<file path="src/rtl/seq_pkg.sv">
// Shared constants for the sequence-detector chain: FSM encoding for the
// pattern generator and the reference patterns used by detectors and benches.
package seq_pkg;

    localparam logic [1:0] ST_IDLE = 2'd0;
    localparam logic [1:0] ST_SEND = 2'd1;
    localparam logic [1:0] ST_GAP  = 2'd2;
    localparam logic [1:0] ST_FIN  = 2'd3;

    localparam logic [2:0] PAT_110  = 3'b110;
    localparam logic [2:0] PAT_101  = 3'b101;
    localparam logic [2:0] PAT_011  = 3'b011;
    localparam logic [3:0] PAT_1011 = 4'b1011;
    localparam logic [3:0] PAT_1001 = 4'b1001;

endpackage

</file>
<file path="src/rtl/seq_pattern_gen.sv">
// Serial pattern transmitter: sends a latched PAT_W-bit pattern MSB-first,
// repeat_n times, with optional idle gaps, to feed the sequence detectors.
module seq_pattern_gen
    import seq_pkg::*;
#(
    parameter int PAT_W = 3,
    parameter int CNT_W = 4,
    parameter int GAP   = 0
) (
    input  logic             clk,
    input  logic             rstn,
    input  logic             start,
    input  logic [PAT_W-1:0] pattern,
    input  logic [CNT_W-1:0] repeat_n,
    output logic             out,
    output logic             out_valid,
    output logic             ready,
    output logic             busy,
    output logic             done
);

    localparam int BIT_W = $clog2(PAT_W);
    localparam logic [BIT_W-1:0] BIT_LAST = BIT_W'(PAT_W - 1);
    localparam int GAP_W = (GAP > 1) ? $clog2(GAP) : 1;
    localparam logic [GAP_W-1:0] GAP_LAST = GAP_W'((GAP > 0) ? GAP - 1 : 0);

    logic [1:0]       state;
    logic [PAT_W-1:0] sreg;
    logic [PAT_W-1:0] pat_q;
    logic [BIT_W-1:0] bit_cnt;
    logic [CNT_W-1:0] rep_cnt;
    logic [GAP_W-1:0] gap_cnt;

    // sreg holds the bits still to be sent; out already carries the current one.
    always_ff @(posedge clk) begin
        if (!rstn) begin
            state     <= ST_IDLE;
            sreg      <= '0;
            pat_q     <= '0;
            bit_cnt   <= '0;
            rep_cnt   <= '0;
            gap_cnt   <= '0;
            out       <= 1'b0;
            out_valid <= 1'b0;
            busy      <= 1'b0;
            done      <= 1'b0;
            ready     <= 1'b1;
        end else begin
            done <= 1'b0;
            case (state)
                ST_IDLE: begin
                    if (start) begin
                        pat_q   <= pattern;
                        rep_cnt <= repeat_n;
                        bit_cnt <= '0;
                        busy    <= 1'b1;
                        ready   <= 1'b0;
                        if (repeat_n != '0) begin
                            state     <= ST_SEND;
                            out       <= pattern[PAT_W-1];
                            out_valid <= 1'b1;
                            sreg      <= pattern << 1;
                        end else begin
                            state <= ST_FIN;
                            done  <= 1'b1;
                        end
                    end
                end
                ST_SEND: begin
                    if (bit_cnt == BIT_LAST) begin
                        bit_cnt <= '0;
                        if (rep_cnt == CNT_W'(1)) begin
                            state     <= ST_FIN;
                            rep_cnt   <= '0;
                            out       <= 1'b0;
                            out_valid <= 1'b0;
                            done      <= 1'b1;
                        end else if (GAP > 0) begin
                            state     <= ST_GAP;
                            rep_cnt   <= rep_cnt - CNT_W'(1);
                            gap_cnt   <= '0;
                            sreg      <= pat_q;
                            out       <= 1'b0;
                            out_valid <= 1'b0;
                        end else begin
                            // Back-to-back repetition: next MSB with no bubble.
                            rep_cnt <= rep_cnt - CNT_W'(1);
                            out     <= pat_q[PAT_W-1];
                            sreg    <= pat_q << 1;
                        end
                    end else begin
                        bit_cnt <= bit_cnt + BIT_W'(1);
                        out     <= sreg[PAT_W-1];
                        sreg    <= sreg << 1;
                    end
                end
                ST_GAP: begin
                    if (gap_cnt == GAP_LAST) begin
                        state     <= ST_SEND;
                        out       <= sreg[PAT_W-1];
                        out_valid <= 1'b1;
                        sreg      <= sreg << 1;
                    end else begin
                        gap_cnt <= gap_cnt + GAP_W'(1);
                    end
                end
                ST_FIN: begin
                    state <= ST_IDLE;
                    busy  <= 1'b0;
                    ready <= 1'b1;
                end
                default: begin
                    state     <= ST_IDLE;
                    out       <= 1'b0;
                    out_valid <= 1'b0;
                    busy      <= 1'b0;
                    ready     <= 1'b1;
                end
            endcase
        end
    end

endmodule

</file>
<file path="config.mk">
export PLATFORM = sky130hd
export DESIGN_NAME = seq_pattern_gen
export DESIGN_NICKNAME = d
export VERILOG_FILES = /design/src/rtl/seq_pkg.sv /design/src/rtl/seq_pattern_gen.sv
export SDC_FILE = /design/constraint.sdc
export NUM_CORES = 1
export LEC_CHECK = 0
export BUFFER_PORTS_ARGS = -buffer_cell sky130_fd_sc_hd__buf_4
export CAP_MARGIN = 5
export CELL_PAD_IN_SITES_DETAIL_PLACEMENT = 2
export CELL_PAD_IN_SITES_GLOBAL_PLACEMENT = 2
export CORE_MARGIN = 2
export CORE_UTILIZATION = 25
export CTS_CLUSTER_DIAMETER = 80
export DETAILED_ROUTE_END_ITERATION = 8
export PLACE_DENSITY = 0.61
export SYNTH_ARGS = -nofsm -noshare
export SYNTH_HDL_FRONTEND = slang
export SYNTH_SLANG_ARGS = --single-unit
</file>
<file path="constraint.sdc">
create_clock -name clk -period 5.2 [get_ports clk]
set_clock_uncertainty 0.05 [all_clocks]
set_input_delay 0.78 -clock clk [delete_from_list [all_inputs] [get_ports clk]]
set_output_delay 0.78 -clock clk [all_outputs]
set_load 0.005 [all_outputs]
</file>
* Word-level counts from Yosys, hierarchy flattened *
Index checks and enable logic that the tools add are counted.

storage, ports and cells
  bits in registers = 20
  input port bits = 10
  logic and storage cells = 79

cells by class
  add/sub/neg operators = 3
  equal/unequal tests = 11
  mux-type cells = 41
  reductions and logical operators = 13

operators with widths
  cell                   count
  $mux W1                17
  $mux W3                5
  $mux W2                7
  $mux W4                3
  $ne A2 B2 Y1 const B   5
  $pmux W3 S3            1
  $pmux W2 S4            1
  $pmux W4 S2            1
  $reduce_and A4 Y1      2
  $eq A2 B2 Y1 const B   3
  $pmux W1 S2            3
  $pmux W1 S3            2
  $reduce_and A2 Y1      3
  $reduce_and A6 Y1      1
  $reduce_and A5 Y1      1
  $eq A4 B1 Y1 const B   1
  $pmux W2 S2            1
  $reduce_bool A2 Y1     2
  $reduce_bool A4 Y1     1
  $sub A4 B1 Y4 const B  1
  $ne A3 B3 Y1 const B   1
  $reduce_and A3 Y1      1
  $reduce_bool A3 Y1     1
  $add A2 B1 Y2 const B  1
  other kinds (3)        3

* Longest topological paths before layout *
  word-level depth = 4
  mapped depth = 8
  depth with buffers taken out = 6

* Least setup slack after synthesis *
No wires, ideal clock.

  path type = input port to flip-flop
  from = input port start
  to = register out_valid
  setup time = 0.117 ns
  data arrival time = 1.608 ns
  required time = 5.033 ns
  path slack = 3.424 ns
  stages on the path = 5
  buffers on the path = 1
  cells stage by stage = buf_2 -> nand2_1 -> o22ai_1 -> nand3_1 -> a32o_1

on the way
  cells in the longest elaborated chain, start to end = 2

ends and longest elaborated chain
  what                                RTL line               source
  start: declaration                  seq_pattern_gen.sv:12  input logic start,
  $ne A2 B2 Y1 (no source line)       -
  $reduce_and A6 Y1 (no source line)  -
  end signal: assignment              seq_pattern_gen.sv:44  out_valid <= 1'b0;
  end signal: assignment              seq_pattern_gen.sv:61  out_valid <= 1'b1;
  end signal: assignment              seq_pattern_gen.sv:76  out_valid <= 1'b0;
  end: declaration                    seq_pattern_gen.sv:16  output logic out_valid,

Every way passes these cells.
A chain may end at the register's enable or synchronous reset.

* Worst setup path in the final report *
  from = register state[0]
  to = register out_valid

on the way
  cells in the longest elaborated chain, start to end = 3
  elaborated cells on any way between the ends = 11
  classes of those cells = 7 x eq/ne; 1 x mux; 3 x reduce/logical

ends and longest elaborated chain
  what                                                                 RTL line               source
  start: declaration                                                   seq_pattern_gen.sv:27  logic [1:0] state;
  start signal: assignment                                             seq_pattern_gen.sv:37  state <= ST_IDLE;
  start signal: assignment                                             seq_pattern_gen.sv:59  state <= ST_SEND;
  start signal: assignment                                             seq_pattern_gen.sv:64  state <= ST_FIN;
  $eq A2 B1 Y1, or another cell as far along                           seq_pattern_gen.sv:50  case (state)
  $ne A2 B2 Y1 (no source line) or $reduce_bool A3 Y1 (tied branches)  -
  $reduce_and A6 Y1 (no source line)                                   -

Several ways; a longest one is shown, not always the timed one.

==> impl_results.md <==
- Status: finished clean
- DRT iter0 DRCs: 31
- Vias in the first global route: 1067
- Fillers: 470
- Clock root buffer: clkbuf_8
- Final min period: 2.141 ns
- H-Tree Level Count: 1
- R2R setup slack: 3.06 ns
- Routed via count: 974
- Core Area: 4029 µm²
- Pwr Density: 582.1 nW/µm²
- Area grow syn2layout: 17.45%
- First-pass GRT wire length: 5.313 mm
- Num rows: 23
- CTS clk-pin slew, worst paths: 0.08 ns
- Yosys warning count: 0
- Io pins: 15
- Worst hold path type: reg2reg
- Number of antenna violations at the first check in global routing: 0
- WS Path Type: reg2reg
- Die Y: 69.15 µm
- Post-CTS Hold Fix Bufs: 0
- Post-DP HPWL: 2.336 mm
- Sequential area share after synthesis: 0.3396
- Antenna Cells: 0
- Layout cells sized above 1: 0.1912
- Num CTS Buffers: 3
- Fin crit share: 0.4118
- Drt wl/cell: 16.81 µm
- P_leak: 0.4937 nW
- Worst EP required: 5.30 ns
- DRC: 0
- Port Buffers: 14
- Library cells used by synthesis: 41
- Predominant post-synthesis flop cell: dfxtp_1
- Yosys reg bits: 18
- Highest net fanout along the worst path: 10
- CP Capture Type: flip-flop
- Syn Std Cell Area: 1061 µm²
- Syn_nets: 142
- Overflow after GRT: 0
- Max cap viols: 0
- Die width: 69.15 µm
- Most frequent cells in the layout: 18 x dfxtp_1, 15 x nand2_1, 14 x buf_4
- Final Setup Violations: 0
- Cell taking the most area after synthesis: dfxtp_1
- Top cells by area, synth: dfxtp_1 34%, ha_1 9.4%, nand2_1 5.3%
- Die Area: 4781 µm²
- Synthesized area per cell: 8.557 µm²
- Routed Antenna Nets: 0
- Clock latency on the worst-skew pair: 0.26 ns
- Final hold viol count: 0
- Commonest non-fill, non-tap cell in the layout: dfxtp_1
- Nets: 155
- Share of flip-flops with an asynchronous set or reset: 0
- Arrival time at the worst endpoint: 2.24 ns
- CTS Sinks: 18
- Largest net degree at the start of global routing: 19
- Initial Util: 0.2634
- Hold_ws: 0.4201 ns
- RSZ-0062 raised after global routing: false
- CTS tree: done
- EDFF count, synth: 0
- Slew Limit Fails: 0
- Max Buffers Root-to-Sink: 2
- Crit start category: flip-flop
- Gr usage total: 0.1371
- Slew @ Worst Pin: 0.6578 ns
- Final WL: 3.127 mm
- Vias per cell: 5.237
- Post-synth top area share: 0.3396
- DRT Pass-1 Iters: 4
- Setup slack after placement: 2.950 ns
- Final WS setup: 3.059 ns
- Total negative setup slack: 0 ns
- Gpl congestion: 0.7856
- Fmax: 467.0 MHz
- Maximum vdd ir drop: 0.1475 mV
- Slew HR: 0.5615
- Post-CTS Setup Inserts: 0
- Cells after Synth: 124
- Resized Gates After CTS: 0
routing by layer:
metal	vias up	GRT usage	wire length, µm
li1	470	-	-
met1	489	0.1866	1552
met2	13	0.2254	1467
met3	2	0.02778	90
met4	0	0.02614	17
met5	-	0	0
critical path, stage by stage, from the launching register on:
cell,delay (ns)
dfxtp_1,0.37
inv_1,0.13
ha_1,0.44
nand2_1,0.25
o22ai_1,0.39
nand3_1,0.13
a32o_1,0.28
cell type report:
class / instances / area [µm²] / area share
Clock buffer: 4 / 55.05 / 0.04418
Inverter: 8 / 30.03 / 0.02410
Multi-Input combinational cell: 92 / 633.1 / 0.5080
Sequential cell: 18 / 360.3 / 0.2892
Tap cell: 50 / 62.56 / 0.05020
Timing Repair Buffer: 14 / 105.1 / 0.08434
synthesized netlist by cell type (2+ instances only):
cell and count:
dfxtp_1 18, nand2_1 15, nor2_1 13, ha_1 8
inv_1 8, a21oi_1 7, nand3_1 5, o22ai_1 4
buf_2 3, mux2i_1 3, nand2b_1 3, o211ai_1 3
o21ai_0 3, a211oi_1 2, a32oi_1 2, o41ai_1 2
sequential cells by signal, indices dropped and copies added (netlist names):
signal / count
done: 1
rep_cnt: 4
pat_q: 3
bit_cnt: 2
out_valid: 1
out: 1
busy: 1
ready: 1
state: 2
sreg: 2
kinds of logic (layout without fill, tap and decap cells):
logic type | Yosys count | after routing | share of synthesized area
flip-flops | 18 | 18 | 0.3396
adder cells (fa/ha/maj) | 8 | 8 | 0.09434
AND/OR/NAND/NOR | 45 | 45 | 0.2170
multiplexers | 4 | 4 | 0.03892
AO/OA/AOI/OAI | 35 | 35 | 0.2465
buffers and inverters | 14 | 26 | 0.06367
power by group:
group          internal (W)  switching (W)
combinational      0.000156       0.000217
clock             0.0000674      0.0000529
sequential         0.000185      0.0000471
total              0.000408       0.000317
metrics by stage:
stage               total power (W)  utilization  cell area, µm²  cells
floorplan                 0.0005050            -            1061    124
global route              0.0007942       0.3093            1246    186
detailed placement        0.0006105       0.2957            1191    182
CTS                       0.0007383       0.3093            1246    186
finish                    0.0007255       0.3093            1246    186
global placement          0.0005927       0.2957            1191    182
path summary, 6_finish.rpt:
check,from,end,cells past startpoint
worst max-delay path,state[0]$_SDFFE_PN0P_,out_valid$_SDFFE_PN0P_,6
worst min-delay path,pat_q[2]$_SDFFE_PN0P_,pat_q[2]$_SDFFE_PN0P_,2
worst max register to register,state[0]$_SDFFE_PN0P_,out_valid$_SDFFE_PN0P_,6
worst min register to register,pat_q[2]$_SDFFE_PN0P_,pat_q[2]$_SDFFE_PN0P_,2
Note: power is estimated with default switching activity, not from simulation.
